[src/rtl/bcd_pkg.sv]
`timescale 1ns/1ps
`default_nettype none
// ============================================================================
// Module   : bcd_pkg
// Purpose  : Shared types, constants and helpers for the BCD-to-binary
//            converter (FSM state encoding, nibble width, digit validity).
// Revision : 1.0 - initial release
// ============================================================================
package bcd_pkg;

    // Width of one packed BCD digit.
    localparam int BCD_NIBBLE = 4;

    // Widest operand the validity helper can inspect, in digits.
    localparam int MAX_DIGITS = 16;

    // Converter FSM states.
    typedef enum logic [1:0] {
        IDLE = 2'd0,
        CONV = 2'd1,
        DONE = 2'd2
    } state_t;

    // True when any nibble of the (zero-extended) operand is above 9.
    // Callers widen their operand to the full width; the zero padding
    // nibbles are always legal, so they never trigger a false error.
    function automatic logic has_bad_nibble(
        input logic [BCD_NIBBLE*MAX_DIGITS-1:0] vec
    );
        logic bad;
        bad = 1'b0;
        for (int i = 0; i < MAX_DIGITS; i++) begin
            if (vec[i*BCD_NIBBLE +: BCD_NIBBLE] > 4'd9) begin
                bad = 1'b1;
            end
        end
        return bad;
    endfunction

endpackage
`default_nettype wire

[src/rtl/bcd_to_bin_mul10_add.sv]
`timescale 1ns/1ps
`default_nettype none
// ============================================================================
// Module   : mul10_add
// Purpose  : One Horner step: result = acc*10 + digit, modulo 2^OUT_W.
//            The multiply is built from two shifts so no multiplier is
//            needed.
// Revision : 1.0 - initial release
// ============================================================================
module mul10_add
    import bcd_pkg::*;
#(
    parameter int OUT_W = 16
) (
    input  logic [OUT_W-1:0]      acc,
    input  logic [BCD_NIBBLE-1:0] digit,
    output logic [OUT_W-1:0]      result
);

    // acc*10 = acc*8 + acc*2; all terms truncated to OUT_W bits.
    assign result = (acc << 3) + (acc << 1) + OUT_W'(digit);

endmodule
`default_nettype wire

[src/rtl/bcd_to_bin.sv]
`timescale 1ns/1ps
`default_nettype none
// ============================================================================
// Module   : bcd_to_bin
// Purpose  : Sequential packed-BCD to binary converter. Consumes one decimal
//            digit per clock (most significant first) using a multiply-by-ten
//            and add loop, behind a start/busy/done handshake.
// Revision : 1.0 - initial release
// ============================================================================
module bcd_to_bin
    import bcd_pkg::*;
#(
    parameter int DIGITS = 4,
    parameter int OUT_W  = 16
) (
    input  logic                         clk,
    input  logic                         rst,
    input  logic                         start,
    input  logic [BCD_NIBBLE*DIGITS-1:0] bcd_in,
    output logic                         busy,
    output logic                         done,
    output logic                         err,
    output logic [OUT_W-1:0]             bin_out
);

    localparam int SHIFT_W = BCD_NIBBLE * DIGITS;
    // A single-digit converter still needs a one-bit counter to be legal.
    localparam int CNT_W = (DIGITS > 1) ? $clog2(DIGITS) : 1;
    localparam logic [CNT_W-1:0] LAST_CNT = CNT_W'(DIGITS - 1);

    state_t                r_state;
    state_t                w_state_next;
    logic [SHIFT_W-1:0]    r_shift;
    logic [OUT_W-1:0]      r_acc;
    logic [OUT_W-1:0]      w_acc_next;
    logic [CNT_W-1:0]      r_cnt;
    logic                  r_err;
    logic [OUT_W-1:0]      r_bin;
    logic                  w_bad;
    logic                  w_last;
    logic [BCD_NIBBLE-1:0] w_digit;

    // Operand validity is judged on the live input; it only matters on the
    // accept edge, where it is captured into r_err.
    assign w_bad   = has_bad_nibble((BCD_NIBBLE*MAX_DIGITS)'(bcd_in));
    assign w_digit = r_shift[SHIFT_W-1 -: BCD_NIBBLE];
    assign w_last  = (r_cnt == LAST_CNT);

    mul10_add #(
        .OUT_W (OUT_W)
    ) u_mul10_add (
        .acc    (r_acc),
        .digit  (w_digit),
        .result (w_acc_next)
    );

    // State register.
    always_ff @(posedge clk) begin
        if (rst) begin
            r_state <= IDLE;
        end else begin
            r_state <= w_state_next;
        end
    end

    // Next-state logic and state-decoded (Moore) handshake outputs.
    always_comb begin
        w_state_next = r_state;
        busy         = 1'b0;
        done         = 1'b0;
        case (r_state)
            IDLE: begin
                if (start) begin
                    w_state_next = w_bad ? DONE : CONV;
                end
            end
            CONV: begin
                busy = 1'b1;
                if (w_last) begin
                    w_state_next = DONE;
                end
            end
            DONE: begin
                busy         = 1'b1;
                done         = 1'b1;
                w_state_next = IDLE;
            end
            default: begin
                w_state_next = IDLE;
            end
        endcase
    end

    // Datapath: operand capture on accept, one Horner step per CONV cycle,
    // result/err registers that hold between completions.
    always_ff @(posedge clk) begin
        if (rst) begin
            r_shift <= '0;
            r_acc   <= '0;
            r_cnt   <= '0;
            r_err   <= 1'b0;
            r_bin   <= '0;
        end else begin
            case (r_state)
                IDLE: begin
                    if (start) begin
                        r_shift <= bcd_in;
                        r_acc   <= '0;
                        r_cnt   <= '0;
                        r_err   <= w_bad;
                        if (w_bad) begin
                            r_bin <= '0;
                        end
                    end
                end
                CONV: begin
                    r_acc   <= w_acc_next;
                    r_shift <= r_shift << BCD_NIBBLE;
                    r_cnt   <= r_cnt + CNT_W'(1);
                    if (w_last) begin
                        r_bin <= w_acc_next;
                    end
                end
                default: begin
                end
            endcase
        end
    end

    assign err     = r_err;
    assign bin_out = r_bin;

endmodule
`default_nettype wire

[config.mk]
export PLATFORM = sky130hd
export DESIGN_NAME = bcd_to_bin
export DESIGN_NICKNAME = d
export VERILOG_FILES = /design/src/rtl/bcd_pkg.sv /design/src/rtl/bcd_to_bin_mul10_add.sv /design/src/rtl/bcd_to_bin.sv
export SDC_FILE = /design/constraint.sdc
export NUM_CORES = 1
export LEC_CHECK = 0
export CELL_PAD_IN_SITES_DETAIL_PLACEMENT = 1
export CELL_PAD_IN_SITES_GLOBAL_PLACEMENT = 2
export CORE_ASPECT_RATIO = 0.7
export CORE_MARGIN = 5
export CORE_UTILIZATION = 36
export DETAILED_ROUTE_END_ITERATION = 12
export HOLD_SLACK_MARGIN = 0.12
export PLACE_DENSITY_LB_ADDON = 0.1
export SYNTH_ARGS = -nofsm -noshare
export SYNTH_HDL_FRONTEND = slang
export SYNTH_SLANG_ARGS = --single-unit
[constraint.sdc]
create_clock -name clk -period 6.3 [get_ports clk]
set_clock_uncertainty 0.1 [all_clocks]
set_input_delay 1.575 -clock clk [delete_from_list [all_inputs] [get_ports clk]]
set_output_delay 1.575 -clock clk [all_outputs]
set_load 0.01 [all_outputs]
Word level (Yosys, flattened, before mapping)
Index checks and enable logic that the tools add are counted.
Operators by class
  $add $sub $neg: 3
  order comparisons: 4
  reductions and logical operators: 7
  eq/ne operators: 6
  mux-type cells: 20
Operators with widths (count)
  $mux 16: 4
  $pmux 16 s2: 2
  $pmux 15 s2: 1
  $add 16x16->16: 1
  $add 16x4->16: 1
  $gt 4x4->1 const B: 4
  $mux 15: 1
  $mux 2: 4
  $pmux 2 s2: 2
  $mux 1: 6
  $ne 2x2->1 const B: 3
  $reduce_and 2->1: 3
  $eq 2x2->1 const B: 2
  $reduce_and 4->1: 1
  $add 2x1->2 const B: 1
  $eq 2x1->1 const B: 1
  $logic_not 2->1: 1
  $reduce_bool 2->1: 1
  $reduce_or 2->1: 1
Storage, ports and cells
  register bits: 52
  logic and storage cells: 46
  input port bits: 19
  output and inout bits: 19

Logic depth before layout (Yosys ltp)
Gate-level depths: netlist of the first run.
  depth in word-level cells: 8
  depth in mapped cells: 10
  gate-level depth less buffers: 10

Modules after synthesis
Synthesis of the first run repeated with hierarchy kept, for this count alone.
Second synthesis, totals
  cell total of the unflattened synthesis: 314
  area, all modules: 3000.4 um2
Modules (own cells, without submodules)
  bcd_to_bin: area each 2107.0 um2, instances 1, seq. area each 1061.0 um2, cells an instance 202
  mul10_add: area each 893.4 um2, instances 1, seq. area each 0.0 um2, cells an instance 112

Worst setup path after synthesis of the first run
Ideal clock, no wire load.
  kind: input -> register
  from: input port bcd_in[10]
  to: register r_bin[7], in the netlist bin_out[7]
  data arrival time: 2.666 ns
  stages: 7
  path buffers: 1
  setup slack: 3.406 ns
  data required time: 6.072 ns
  setup time: 0.128 ns
  cell sequence: o21ai_0 -> and4_1 -> a211o_1 -> buf_6 -> and2_0 -> a31oi_1 -> nor2_1
Between the ends
  longest elaborated chain between the ends: 5
RTL lines
  start, declared: line bcd_to_bin.sv:19  | input logic [BCD_NIBBLE*DIGITS-1:0] bcd_in,
  $gt 4x4->1: line bcd_pkg.sv:33  | if (vec[i*BCD_NIBBLE +: BCD_NIBBLE] > 4'd9) begin
  $mux 1 (2 in series): line bcd_pkg.sv:33
  $ne 2x2->1 (no line)
  $reduce_and 4->1 (no line)
  end signal, assigned: line bcd_to_bin.sv:121  | r_bin <= w_acc_next;
  end, declared: line bcd_to_bin.sv:38  | logic [OUT_W-1:0] r_bin;
Every way passes these cells.
A chain may end at the register's enable or synchronous reset.

Worst setup path after layout of the first run
  from: input port start
  to: register r_bin[12], in the netlist bin_out[12]
Between the ends
  longest elaborated chain between the ends: 2
RTL lines
  start, declared: line bcd_to_bin.sv:18  | input logic start,
  $ne 2x2->1 (no line)
  $reduce_and 4->1 (no line)
Every way passes these cells.

==> flow_summary_export.csv, run 1 <==
group,metric,value,unit
critical_path,crit_type,"in2reg",
outcome,outcome,"finished clean",
sta,slew_headroom,0.4653,
sta,hold_ws,0.3596,ns
die,die_y,84.72,um
power,power.density,224.7,nW/um^2
placement,dp_cells,442,
die,coreArea,7804,sq um
yosys,synth_ff_type,"dfxtp_1",
layout,stdcell_count,450,
detailed_routing,routed_wl,7614,um
placement,port_buffers,37,
clocking,cts_inserted_buffers,5,
detailed_routing,dr.pass1.iters,4,
clocking,cts_num_sinks,52,
job,drv_cap,0,
sta,layout_worst_path_cycle_share,0.6039,
power,leakage,1.402,nW
yosys,synthXorXnorAreaFrac,0.04270,
die,die_width,116.7,um
global_route,grt_usage,0.1643,
detailed_routing,routedWlPerCell,16.92,um
detailed_routing,routed_via_density,5.271,
layout,multiInputGateArea,1697,sq um
yosys,ys_types,46,
yosys,synth_top_area_cell,"dfxtp_1",
clocking,ctsHoldBuffers,0,
yosys,synth-async-reset-ratio,0,
critical_path,startpoint_type,"input port",
clocking,cts_root_buffer,"clkbuf_16",
min_path,hp-class,"reg2reg",
sta,post-route-min-period,3.805,ns
yosys,synthAdderAreaFrac,0.1447,
yosys,yosys.area_share.simple,0.1516,
layout,diodes,0,
yosys,seq_area_frac_synth,0.3625,
global_route,grt_pass1_wl,12750,um
yosys,synthTopCellsByCount,"dfxtp_1 (52), nor2_1 (39), ha_1 (30)",
die,die_area,9891,sq um
yosys,synth_nets,369,
die,num_rows,27,
clocking,ctsResizeCount,0,
yosys,synth-compound-area-share,0.2092,
layout,fill_cells,901,
sta,max_freq,0.2628,GHz
sta,rsz0062_at_grt,"false",
global_route,grt_pass1_vias,2435,
critical_path,path_max_fanout,20,
clocking,clk-insertion-delay-late,0.29,ns
global_route,grt_overflow,0,
critical_path,cp-end-kind,"flop",
yosys,ys_ff_latch,52,
yosys,avgSynthCellArea,9.030,sq um
sta,hold_viol_final,0,
die,ioPinCount,38,
global_route,grt_antenna_before_repair,0,
detailed_routing,drt_iter0_drc,99,
power,peakVddDrop,0.0001129,V
layout,area_growth,20.57,%
yosys,netlist_instances,318,
layout,fin_util,0.4436,
sta,setup_viol,0,
critical_path,critical_path_required,6.38,ns
yosys,yosys-top-cells-area,"dfxtp_1 (36%), ha_1 (13%), nor2_1 (5.1%)",
sta,worst_slew_pin_slew,0.8020,ns
detailed_routing,vias,2372,
clocking,cts_setup_buffers,0,
yosys,synth_top_area_frac,0.3625,
clocking,path_clk_slew,0.07,ns
critical_path,crit_arrival,3.89,ns
yosys,synth_most_common_cell,"dfxtp_1",
clocking,htreeDepth,2,
yosys,syn_area,2872,sq um
power,finalPower,0.7779,mW
layout,fin_nets,399,
global_route,grt_max_degree,47,
sta,fin_tns_setup,0,ns
layout,regArea,1041,sq um
yosys,synth_warnings,0,
clocking,clock_path_buffers,2,
placement,dp_hpwl,5611,um
die,initial_core_util,0.3680,
clocking,cts_tree,"yes",
detailed_routing,ant_nets,0,
yosys,synth_top_family_by_area,"compound AO/OA/AOI/OAI gates",
detailed_routing,drc,0,
yosys,synth-edff-count,0,
yosys,muxShareOfSynthArea,0.04183,
placement,gp_congestion,0.7549,
sta,final_max_slew_viol_count,0,
layout,drive_gt1_frac,0.04871,
flip-flops by register name, summed over array words and instances, names as in the netlist:
register,cells
r_state,2
err,1
r_shift,16
r_cnt,2
bin_out,16
r_acc,15
routing by layer:
metal,global-route usage,up-vias,part of all wire,routed length (um)
li1,-,1212,-,-
met1,0.2464,1128,0.53,3999
met2,0.2442,27,0.44,3318
met3,0.03170,5,0.032,245
met4,0.03125,0,0.0067,51
met5,0,-,0,0
cell type report:
cell class | count | area share
clock inverters | 3 | 0.01229
multi-input cells | 239 | 0.4901
clock buffers | 5 | 0.03614
flip-flops and latches | 52 | 0.3007
inverters | 10 | 0.01084
well taps | 101 | 0.03650
repair buffers | 40 | 0.1135
logic make-up after synthesis:
logic type,count (synthesis)
flops,52
xor+xnor,14
simple gates,94
fa+ha+maj,32
mux,12
compound gates,87
buf+inv,27
cell usage in the layout (no fill, tap or decap), types with 2 or more instances in the layout:
master	Yosys	routed
a211oi_1	12	12
a21o_1	3	3
a21oi_1	28	28
a22o_1	9	9
a22oi_1	10	10
a31oi_1	4	4
and2_0	2	2
buf_4	0	3
clkbuf_16	0	5
clkdlybuf4s50_1	0	37
dfxtp_1	52	52
fa_1	2	2
ha_1	30	30
inv_1	10	10
mux2i_1	12	12
nand2_1	21	21
nand2b_1	4	4
nand3_1	14	14
nand4_1	3	3
nor2_1	39	38
nor2b_1	3	3
o21ai_0	8	8
xnor2_1	8	8
xor2_1	6	6
power by group:
group / leakage (nW) / total [mW] / switching (mW) / internal (mW)
Clock: 0.0798 / 0.309 / 0.122 / 0.187
Sequential: 0.423 / 0.354 / 0.00948 / 0.345
Combinational: 0.899 / 0.115 / 0.0714 / 0.0435
path summary, 6_finish.rpt:
| path | start | endpoint | slack, ns | depth (start not counted) |
|---|---|---|---|---|
| hold reg to reg | bin_out[2] | bin_out[2] | 0.36 | 2 |
| hold / removal | bin_out[2] | bin_out[2] | 0.36 | 2 |
| setup reg to reg | r_state[1] | bin_out[12] | 3.36 | 8 |
| setup / recovery | start | bin_out[12] | 2.50 | 6 |
critical path, stage by stage:
cell and delay (ns):
clkdlybuf4s50_1 0.60, nor2b_4 0.08, or2_1 0.51, a211oi_4 0.61, nor2_1 0.22, a22o_1 0.29
through the flow:
step | setup WS [ns] | cell area, sq um
after floorplan | 3.406 | 2872
after global placement | 2.271 | 3294
after detailed placement | 2.201 | 3294
after CTS | 2.494 | 3462
after global routing | 2.267 | 3462
final | 2.495 | 3462
No activity file was read; power rests on OpenSTA's default activity.
==> run 2, diff against run 1 <==
--- a/config.mk
+++ b/config.mk
@@ -9,7 +9,7 @@
 export CELL_PAD_IN_SITES_GLOBAL_PLACEMENT = 2
 export CORE_ASPECT_RATIO = 0.7
 export CORE_MARGIN = 5
-export CORE_UTILIZATION = 36
+export CORE_UTILIZATION = 34
 export DETAILED_ROUTE_END_ITERATION = 12
 export HOLD_SLACK_MARGIN = 0.12
 export PLACE_DENSITY_LB_ADDON = 0.1
==> constraint.sdc (replaced) <==
create_clock -name clk -period 3.6 [get_ports clk]
set_clock_uncertainty 0.1 [all_clocks]
set_input_delay 0.9 -clock clk [delete_from_list [all_inputs] [get_ports clk]]
set_output_delay 0.9 -clock clk [all_outputs]
set_load 0.01 [all_outputs]
==> flow_summary_export.csv, run 2 (synthesized netlist as in run 1, its figures left out) <==
group,metric,value,unit
power,p_int,1.015,mW
critical_path,cp-end-kind,"flop",
die,ioPinCount,38,
detailed_routing,dr.pass1.iters,4,
sta,final_max_slew_viol_count,0,
global_route,grt_busiest_layer,"met2",
global_route,grt_usage,0.1593,
outcome,outcome,"finished clean",
global_route,grt_pass1_vias,2471,
clocking,cts_root_buffer,"clkbuf_16",
power,p_sw_frac,0.2609,
power,pwr-share-seq,0.453,
global_route,grt_antenna_before_repair,0,
power,power_frac_comb,0.156,
sta,slew_headroom,0.6104,
power,p_clk_frac,0.392,
placement,place_ws,0.3937,ns
sta,setup_ws,0.6644,ns
power,leakage,1.417,nW
power,peakVddDrop,0.0001569,V
placement,dp_hpwl,5787,um
global_route,grt_overflow,0,
clocking,ctsHoldBuffers,0,
critical_path,slowest_stage,"a211o_1",
clocking,cts_num_sinks,52,
layout,drive_gt1_frac,0.05398,
placement,gp_congestion,0.7371,
die,coreArea,8338,sq um
clocking,cts_setup_buffers,0,
clocking,cts_tree,"yes",
sta,post-route-min-period,2.936,ns
sta,hold_viol_final,0,
critical_path,path_max_fanout,12,
clocking,clock_path_buffers,2,
critical_path,startpoint_type,"input port",
sta,rsz0062_at_grt,"false",
detailed_routing,routed_wl,7715,um
global_route,grt_pass1_wl,13030,um
power,power.switching,0.3582,mW
placement,port_buffers,37,
global_route,grt_max_degree,39,
clocking,path_clk_slew,0.07,ns
detailed_routing,drc,0,
detailed_routing,ant_nets,0,
sta,layout_worst_path_cycle_share,0.8154,
sta,fin_tns_setup,0,ns
detailed_routing,drt_iter0_drc,104,
die,die_width,119.8,um
clocking,ctsResizeCount,0,
die,die_area,10410,sq um
clocking,htreeDepth,2,
clocking,cts_inserted_buffers,5,
power,power.density,393.8,nW/um^2
job,drv_cap,0,
sta,max_freq,0.3407,GHz
critical_path,path_cells,"clkdlybuf4s50_1 > o21ai_0 > and4_1 > a211o_1 > nor2_1 > a22o_1",
die,initial_core_util,0.3444,
critical_path,max_stage_delay,0.46,ns
die,num_rows,28,
die,die_y,86.89,um
global_route,met3_usage,0.03442,
layout,layout_commonest_cell,"dfxtp_1",
critical_path,crit_arrival,3.02,ns
clocking,clk-insertion-delay-late,0.29,ns
detailed_routing,routedWlPerCell,16.88,um
layout,layout_common_cells,"dfxtp_1 (52), nor2_1 (38), clkdlybuf4s50_1 (37)",
layout,fin_nets,402,
critical_path,critical_path_required,3.68,ns
sta,setup_viol,0,
global_route,grtUsageMet1,0.2296,
detailed_routing,routed_via_density,5.190,
detailed_routing,vias,2372,
min_path,hp-class,"reg2reg",
critical_path,crit_type,"in2reg",
layout,diodes,0,
global_route,use_met2,0.2459,
sta,worst_slew_pin_slew,0.5832,ns
layout,area_growth,21.39,%
-- run 2: changes by cell type in the layout (fill, tap and decap cells not counted), sizes merged --
| cell | change |
|---|---|
| buf | +3 |
| clkbuf | +1 |
| clkinvlp | -1 |
-- run 2: path summary, 6_finish.rpt --
path | from | to | slack, ns | depth (start not counted)
setup / recovery | bcd_in[13] | bin_out[14] | 0.66 | 6
hold / removal | bin_out[3] | bin_out[3] | 0.36 | 2
setup reg to reg | r_acc[0] | bin_out[14] | 0.69 | 9
hold reg to reg | bin_out[3] | bin_out[3] | 0.36 | 2
-- run 2: layout make-up --
class,count,area (sq um)
fillers,977,4852
multi-input cells,239,1697
flip-flops and latches,52,1041
repair buffers,43,415.4
well taps,105,131.4
clock buffers,6,128.9
inverters,10,37.54
clock inverters,2,35.03
-- run 2: critical path, delay by kind of cell --
kind                   cells  cell delay [ns]
buffers and inverters      1             0.41
AND/OR/NAND/NOR            2             0.62
AO/OA/AOI/OAI              3             1.08
-- run 2: per-layer routing --
| layer | part of all wire | routed length, um |
|---|---|---|
| met2 | 0.41 | 3188 |
| met4 | 0.0088 | 68 |
| met5 | 0 | 0 |
| met3 | 0.026 | 200 |
| met1 | 0.55 | 4257 |
-- run 2: power by group through the flow --
stage | clock network [mW] | registers, mW | logic [mW]
4_1_cts | 0.555 | 0.621 | 0.218
6_report | 0.538 | 0.621 | 0.214
2_1_floorplan | 0 | 0.628 | 0.148
3_3_place_gp | 0 | 0.634 | 0.211
5_1_grt | 0.581 | 0.625 | 0.238
3_5_place_dp | 0 | 0.634 | 0.215
-- run 2: through the flow --
stage	instances	hold slack [ns]	total power, mW	cell area (sq um)	utilization
6_report	457	0.3579	1.373	3486	0.4181
5_1_grt	457	0.3946	1.443	3486	0.4181
4_1_cts	457	0.3607	1.394	3486	0.4181
3_5_place_dp	449	0.3513	0.8495	3322	0.3984
3_3_place_gp	449	0.3460	0.8449	3322	0.3984
2_1_floorplan	318	0.3529	0.7765	2872	-
